$ cat config.mk
export PLATFORM = sky130hd
export DESIGN_NAME = axi_lite_regfile
export DESIGN_NICKNAME = d
export VERILOG_FILES = /design/src/rtl/axi_lite_regfile.sv
export SDC_FILE = /design/constraint.sdc
export NUM_CORES = 1
export LEC_CHECK = 0
export CORE_MARGIN = 2
export CORE_UTILIZATION = 56
export CTS_CLUSTER_SIZE = 10
export DETAILED_ROUTE_END_ITERATION = 7
export PLACE_DENSITY = 0.85
export RECOVER_POWER = 100
export SLEW_MARGIN = 40
export SYNTH_ARGS = -nofsm -noshare
export SYNTH_HDL_FRONTEND = slang
export SYNTH_SLANG_ARGS = --single-unit
export TNS_END_PERCENT = 30
$ cat constraint.sdc
create_clock -name s_clk -period 16.9 [get_ports s_clk]
set_input_delay 1.69 -clock s_clk [delete_from_list [all_inputs] [get_ports s_clk]]
set_output_delay 1.69 -clock s_clk [all_outputs]
set_load 0.02 [all_outputs]
$ cat src/rtl/axi_lite_regfile.sv
// -----------------------------------------------------------------------------
// axi_lite_regfile
//   AXI4-Lite slave in front of a small word-addressed register file.
//   Read and write paths are independent FSMs that never stall each other.
//   Out-of-range accesses (address >= DEPTH) answer SLVERR: reads return 0 and
//   writes leave storage untouched. Partial writes honour W_STRB per byte.
//
// Ports
//   s_clk, rst                    : clock, asynchronous active-high reset
//   read_address/AR_VALID/AR_READY: read address channel
//   data_read/R_RESP/R_VALID/R_READY : read data channel
//   write_address/AW_VALID/AW_READY  : write address channel
//   write_data/W_STRB/W_VALID/W_READY: write data channel
//   BRESPONSE/B_VALID/B_READY     : write response channel
// -----------------------------------------------------------------------------
module axi_lite_regfile #(
  parameter int ADDR_W = 4,
  parameter int DATA_W = 32,
  parameter int DEPTH  = 16
) (
  input  logic                s_clk,
  input  logic                rst,
  // read address channel
  input  logic [ADDR_W-1:0]   read_address,
  input  logic                AR_VALID,
  output logic                AR_READY,
  // read data channel
  output logic [DATA_W-1:0]   data_read,
  output logic [1:0]          R_RESP,
  output logic                R_VALID,
  input  logic                R_READY,
  // write address channel
  input  logic [ADDR_W-1:0]   write_address,
  input  logic                AW_VALID,
  output logic                AW_READY,
  // write data channel
  input  logic [DATA_W-1:0]   write_data,
  input  logic [DATA_W/8-1:0] W_STRB,
  input  logic                W_VALID,
  output logic                W_READY,
  // write response channel
  output logic [1:0]          BRESPONSE,
  output logic                B_VALID,
  input  logic                B_READY
);

  localparam int STRB_W = DATA_W / 8;
  localparam logic [1:0] RESP_OKAY   = 2'b00;
  localparam logic [1:0] RESP_SLVERR = 2'b10;
  // One extra bit so DEPTH == 2**ADDR_W is representable.
  localparam logic [ADDR_W:0] DEPTH_L = (ADDR_W + 1)'(DEPTH);

  typedef enum logic {R_IDLE, R_DATA} rstate_t;
  typedef enum logic [1:0] {W_IDLE, W_HAVE_ADDR, W_HAVE_DATA, W_RESP} wstate_t;

  rstate_t             r_rstate;
  wstate_t             r_wstate;
  logic [DATA_W-1:0]   r_mem [DEPTH];
  logic [ADDR_W-1:0]   r_waddr;
  logic [DATA_W-1:0]   r_wdata;
  logic [STRB_W-1:0]   r_wstrb;

  logic                w_ar_hs;
  logic                w_aw_hs;
  logic                w_w_hs;
  logic                w_rd_in_range;
  logic                w_wr_in_range;
  logic                w_commit;
  logic [ADDR_W-1:0]   w_commit_addr;
  logic [DATA_W-1:0]   w_commit_data;
  logic [STRB_W-1:0]   w_commit_strb;

  assign w_ar_hs       = AR_VALID & AR_READY;
  assign w_aw_hs       = AW_VALID & AW_READY;
  assign w_w_hs        = W_VALID  & W_READY;
  assign w_rd_in_range = {1'b0, read_address}  < DEPTH_L;
  assign w_wr_in_range = {1'b0, w_commit_addr} < DEPTH_L;

  // ---------------------------------------------------------------------------
  // Read FSM. Storage is sampled on the AR edge, so a write committing on the
  // same edge is not yet visible: the read returns the pre-write word.
  // ---------------------------------------------------------------------------
  // NOTE: sequential state uses non-blocking (<=) so every flop samples
  // pre-edge values regardless of block ordering.
  always_ff @(posedge s_clk or posedge rst) begin
    if (rst) begin
      r_rstate  <= R_IDLE;
      AR_READY  <= 1'b1;
      R_VALID   <= 1'b0;
      data_read <= '0;
      R_RESP    <= RESP_OKAY;
    end else begin
      case (r_rstate)
        R_IDLE: begin
          if (w_ar_hs) begin
            data_read <= w_rd_in_range ? r_mem[read_address] : '0;
            R_RESP    <= w_rd_in_range ? RESP_OKAY : RESP_SLVERR;
            R_VALID   <= 1'b1;
            AR_READY  <= 1'b0;
            r_rstate  <= R_DATA;
          end
        end
        R_DATA: begin
          if (R_READY) begin
            R_VALID  <= 1'b0;
            AR_READY <= 1'b1;
            r_rstate <= R_IDLE;
          end
        end
        default: r_rstate <= R_IDLE;
      endcase
    end
  end

  // ---------------------------------------------------------------------------
  // Write commit: fires on the edge that completes the AW/W pair, taking each
  // half either from this cycle's channel or from what was latched earlier.
  // ---------------------------------------------------------------------------
  // NOTE: every always_comb output gets a default first so no path can leave
  // it unassigned and infer a latch.
  always_comb begin
    w_commit      = 1'b0;
    w_commit_addr = r_waddr;
    w_commit_data = r_wdata;
    w_commit_strb = r_wstrb;
    case (r_wstate)
      W_IDLE: begin
        if (w_aw_hs && w_w_hs) begin
          w_commit      = 1'b1;
          w_commit_addr = write_address;
          w_commit_data = write_data;
          w_commit_strb = W_STRB;
        end
      end
      W_HAVE_ADDR: begin
        if (w_w_hs) begin
          w_commit      = 1'b1;
          w_commit_data = write_data;
          w_commit_strb = W_STRB;
        end
      end
      W_HAVE_DATA: begin
        if (w_aw_hs) begin
          w_commit      = 1'b1;
          w_commit_addr = write_address;
        end
      end
      default: ;
    endcase
  end

  // Write FSM. Partially captured halves are simply dropped by reset.
  always_ff @(posedge s_clk or posedge rst) begin
    if (rst) begin
      r_wstate  <= W_IDLE;
      AW_READY  <= 1'b1;
      W_READY   <= 1'b1;
      B_VALID   <= 1'b0;
      BRESPONSE <= RESP_OKAY;
      r_waddr   <= '0;
      r_wdata   <= '0;
      r_wstrb   <= '0;
    end else if (w_commit) begin
      r_wstate  <= W_RESP;
      AW_READY  <= 1'b0;
      W_READY   <= 1'b0;
      B_VALID   <= 1'b1;
      BRESPONSE <= w_wr_in_range ? RESP_OKAY : RESP_SLVERR;
    end else begin
      case (r_wstate)
        W_IDLE: begin
          if (w_aw_hs) begin
            r_waddr  <= write_address;
            AW_READY <= 1'b0;
            r_wstate <= W_HAVE_ADDR;
          end else if (w_w_hs) begin
            r_wdata  <= write_data;
            r_wstrb  <= W_STRB;
            W_READY  <= 1'b0;
            r_wstate <= W_HAVE_DATA;
          end
        end
        W_RESP: begin
          if (B_READY) begin
            B_VALID  <= 1'b0;
            AW_READY <= 1'b1;
            W_READY  <= 1'b1;
            r_wstate <= W_IDLE;
          end
        end
        default: ;
      endcase
    end
  end

  // ---------------------------------------------------------------------------
  // Storage with byte-lane write enables.
  // ---------------------------------------------------------------------------
  // NOTE: the storage array is reset explicitly because reset must clear every
  // word; this keeps it in flops rather than a RAM macro.
  always_ff @(posedge s_clk or posedge rst) begin
    if (rst) begin
      for (int i = 0; i < DEPTH; i++) r_mem[i] <= '0;
    end else if (w_commit && w_wr_in_range) begin
      for (int b = 0; b < STRB_W; b++) begin
        if (w_commit_strb[b]) r_mem[w_commit_addr][8*b +: 8] <= w_commit_data[8*b +: 8];
      end
    end
  end

endmodule
### Word-level counts from Yosys, hierarchy flattened

Cells that the tools add are included.

| storage, ports and cells | value |
|---|---|
| register bits after elaboration | 592 |
| latch bits | 0 |
| RAM bits | 0 |
| ROM bits | 0 |
| bits of input ports | 51 |
| memories | 0 |

| cells by class | value |
|---|---|
| add/subtract/negate cells | 0 |
| $mul | 0 |
| div/mod/pow operators | 0 |
| order comparisons | 3 |
| equal/unequal tests | 10 |
| shift operators | 0 |
| mux-type cells | 60 |
| bitwise gates (word level) | 8 |
| reductions and logical operators | 14 |

Operators by type and width:

| cell | number |
|---|---|
| $mux W512 | 7 |
| $bwmux W512 | 4 |
| $demux W32 S4 | 4 |
| $mux W32 | 5 |
| $bmux W32 S4 | 1 |
| $pmux W32 S2 | 1 |
| $mux W24 | 1 |
| $mux W1 | 18 |
| $mux W16 | 1 |
| $mux W4 | 4 |
| $pmux W4 S2 | 2 |
| $ne A3 B3 Y1 const B | 4 |
| $ge A5 B5 Y1 const B | 2 |
| $not A4 Y5 | 2 |
| $pmux W1 S2 | 5 |
| $reduce_and A3 Y1 | 3 |
| $mux W2 | 4 |
| $mux W8 | 1 |
| $reduce_and A2 Y1 | 4 |
| $lt A5 B1 Y1 const B | 1 |
| $eq A2 B2 Y1 const B | 2 |
| $ne A2 B2 Y1 const B | 2 |
| $ne A4 B4 Y1 const B | 1 |
| $pmux W2 S2 | 1 |
| other kinds (9) | 15 |

### Longest topological paths before layout

| depth | value |
|---|---|
| depth in word-level cells | 20 |
| depth in mapped cells | 8 |
| gate-level depth less buffers | 4 |

### Worst setup path before layout

No wires, ideal clock.

| timing | value |
|---|---|
| kind | input to register |
| start | in W_VALID |
| end | reg r_mem[400] (netlist name) |
| arrival | 3.276 ns |
| required time | 16.775 ns |
| setup slack | 13.499 ns |
| cell stages on the path | 5 |
| path buffers | 1 |
| cell sequence | a21oi_2 -> buf_2 -> o2111ai_1 -> a21oi_4 -> mux2_4 |

| between the ends | value |
|---|---|
| word-level cells in the longest chain between the ends | 17 |
| elaborated cells between the ends (all ways) | 33 |
| classes of those cells | 2 x order compare; 27 x mux; 2 x bitwise; 2 x reduce/logical |

RTL lines:

| element | RTL line | text |
|---|---|---|
| start, declared | 39 | `input logic W_VALID,` |
| $and A1 B1 Y1 (*) | 75 | `assign w_w_hs = W_VALID & W_READY;` |
| $logic_and A1 B1 Y1 | 128 | `if (w_aw_hs && w_w_hs) begin` |
| $mux W4 | 128 |  |
| $pmux W4 S2 | 126 | `case (r_wstate)` |
| $not A4 Y5 (implied by the code) | 206 | `if (w_commit_strb[b]) r_mem[w_commit_addr][8*b +: 8] <= w_commit_data[8*b +: 8];` |
| $demux W32 S4 | 206 |  |
| $bwmux W512 | 206 |  |
| $mux W512 | 206 |  |
| $mux W512 | 204 | `end else if (w_commit && w_wr_in_range) begin` |
| $bwmux W512 | 206 |  |
| $mux W512 | 206 |  |
| $mux W512 | 204 |  |
| $bwmux W512 | 206 |  |
| $mux W512 | 206 |  |
| $mux W512 | 204 |  |
| $bwmux W512 | 206 |  |
| $mux W512 | 206 |  |
| end signal, assigned by index | 206 |  |
| end, declared | 58 | `logic [DATA_W-1:0] r_mem [DEPTH];` |

Mark *: on every way between the ends. The rest lies on a longest branch, timed or not. The select of a mux whose other input is x is not followed.
A chain may end at the register's enable or synchronous reset.

==> reports/metrics.yaml <==
crit_path_end_kind: "async pin"
nets: 1824
wire_per_inst_um: 26.04
violations: "capacitance limit, slew limit"
drtPass1Iterations: 5
post_cts_buffers: 0
start_util_pct: 56.64
syn_area_um2: 27730
dieWidth_um: 226.5
via_per_inst: 6.295
drt-total-wl_mm: 63.97
power.total_mw: 2.855
syn_inst: 1696
synth_cell_type_count: 45
grt.busiest_layer: "met2"
die_y_um: 226.5
setup.worst_path.start: "rst"
crit_type: "in2async"
ys_ff_latch: 592
clkTransAtPathRegs_ps: 50
vias: 15461
port_buffers: 87
hpwl_mm: 38.68
cts_sinks: 592
fin_crit_ps: 7790
crit_arrival_ps: 8440
ys_seq_area_share_pct: 53.45
ctsResizeCount: 0
ir_worst_vdd_uv: 70.06
worstMarginPinSlew_ps: 4342
grt_use_total_pct: 26.16
routabilityCongestion: 0.8765
grt_pass1_wl_mm: 100.5
leakage_nw: 14.36
root_buffer: "clkbuf_16"
grt_max_degree: 106
syn_avg_cell_area_um2: 16.35
synth-edff-count: 0
num_antenna_cells: 0
synthArstFlopShare_pct: 100.0
syn2layout_area_growth_pct: 10.10
synth_area_leaders: "dfrtp_1 53%, mux2_2 21%, mux4_2 10%, mux2_4 2.9%, a21oi_4 2.6%"
ys_warn_count: 0
dieArea_um2: 51300
htree_levels: 3
hold_class: "reg2reg"
grtUsageMet1_pct: 34.03
clk_latency_ps: 600
drive_above_1_share_pct: 44.92
antenna_found_initial: 1
cts_tree: "done"
grt_util_met2_pct: 43.54
min_from: "r_mem[415]"
fin_tns_setup_ps: 0
finalCritPeriodShare_pct: 46.09
cp-start-kind: "input port"
setup_viol: 0
yosysTopAreaCell: "dfrtp_1"
clk_path_buf_depth: 3
drcViolationCount: 0
outcome: "complete, but fails checks"
drt_iter0_markers: 1142
relSlewSlack_pct: -189.4
fill_cells: 3462
max_freq_mhz: 128.4
fp-row-count: 81
numCtsBuffers: 69
drv_cap: 12
power_density_nw_per_um2: 93.52
synth_ff_type: "dfrtp_1"
use_met3_pct: 5.015
io_pins: 92
layout_commonest_cell: "dfrtp_1"
hold_buffers: 0
synth.top_cell.area_share_pct: 53.16
rr_startpoint: "W_READY"
skew_ps: 20.40
layout_common_cells: "589 x dfrtp_1, 519 x mux2_2, 127 x mux4_2, 71 x clkbuf_16, 66 x mux2i_1"
coreArea_um2: 48950
slew_viol_final: 335
grt_remaining_overflow: 0
hold_viol_final: 0
worst-path-max-fanout: 86
grt_pass1_vias: 16963
rsz0062_at_grt: "false"
ant_nets: 0
cp.required_ps: 17550
==> through the flow <==
| step | utilization [%] | worst slack [ps] | hold WS [ps] | instances | area, um^2 |
|---|---|---|---|---|---|
| 2_1_floorplan | - | 7141 | 453.2 | 1699 | 27740 |
| 3_3_place_gp | 59.23 | 11490 | 462.3 | 2360 | 28990 |
| 3_5_place_dp | 59.60 | 11980 | 473.4 | 2366 | 29180 |
| 4_1_cts | 63.44 | 12590 | 485.4 | 2456 | 31050 |
| 5_1_grt | 62.36 | 7863 | 498.3 | 2456 | 30530 |
| 6_report | 62.36 | 9110 | 486.0 | 2456 | 30530 |
==> logic make-up (layout without fill, tap and decap cells) <==
| group | Yosys count | after routing | share of synthesized area (%) |
|---|---|---|---|
| mux | 777 | 777 | 37.15 |
| flops | 592 | 592 | 53.45 |
| compound gates | 130 | 130 | 5.546 |
| buf+inv | 114 | 207 | 2.238 |
| simple gates | 82 | 82 | 1.607 |
| other cells | 1 | 4 | 0.01353 |
==> report_power, final <==
| group | internal (mW) | total, mW | switching, mW | leakage, nW |
|---|---|---|---|---|
| combinational | 0.0365 | 0.122 | 0.0851 | 5.18 |
| clock | 0.754 | 1.30 | 0.551 | 0.917 |
| sequential | 1.42 | 1.43 | 0.00433 | 8.26 |
| total | 2.21 | 2.85 | 0.640 | 14.4 |
==> path summary, 6_finish.rpt <==
kind | slack, ps | cells after the start | end
setup / recovery | 9110 | 6 | r_mem[49]
hold / removal | 490 | 1 | r_mem[415]
setup reg to reg | 12130 | 5 | r_mem[210]
hold reg to reg | 490 | 1 | r_mem[415]
max in group s_clk | 10970 | 6 | r_mem[210]
min in group asynchronous | 1620 | 2 | r_mem[450]
==> final cells by class <==
cell class	instances	area (um^2)	area share (%)
clock inverter	6	52.55	0.1721
timing repair buffer	111	1087	3.562
multi-input combinational	993	11890	38.95
sequential	592	14820	48.54
inverter	6	23.77	0.07788
tap	664	830.8	2.722
clock buffer	84	1826	5.980
==> routing by layer <==
metal,routed length [um],vias up
met1,26290,8352
li1,-,6549
met5,9,-
met2,31930,413
met3,3299,145
met4,2445,2
==> synthesized netlist by cell type, drive strengths merged, types with 3 or more instances <==
cell type    n
dfrtp      589
mux2       584
mux4       127
buf         72
a21oi       69
mux2i       66
nand2       39
clkbuf      36
o221ai      31
nand4       10
nor2         9
o211ai       9
inv          6
nor2b        6
o2111ai      6
or4b         6
a21o         4
a32oi        4
o21ai        4
dfstp        3
==> critical path: stages <==
cell	delay, ps
dlygate4sd3_1	550
clkinvlp_2	410
clkbuf_1	730
clkbuf_1	1820
clkbuf_1	2190
clkbuf_8	910
==> registers in the layout, indices dropped and copies added, names as in the netlist <==
| signal | count |
|---|---|
| r_mem | 512 |
| data_read | 32 |
| r_wdata | 32 |
| r_waddr | 4 |
| r_wstrb | 4 |
| r_wstate | 2 |
| AR_READY | 1 |
| AW_READY | 1 |
| B_VALID | 1 |
| R_VALID | 1 |
| W_READY | 1 |
| r_rstate | 1 |
Power figures use the tool's default switching activity.
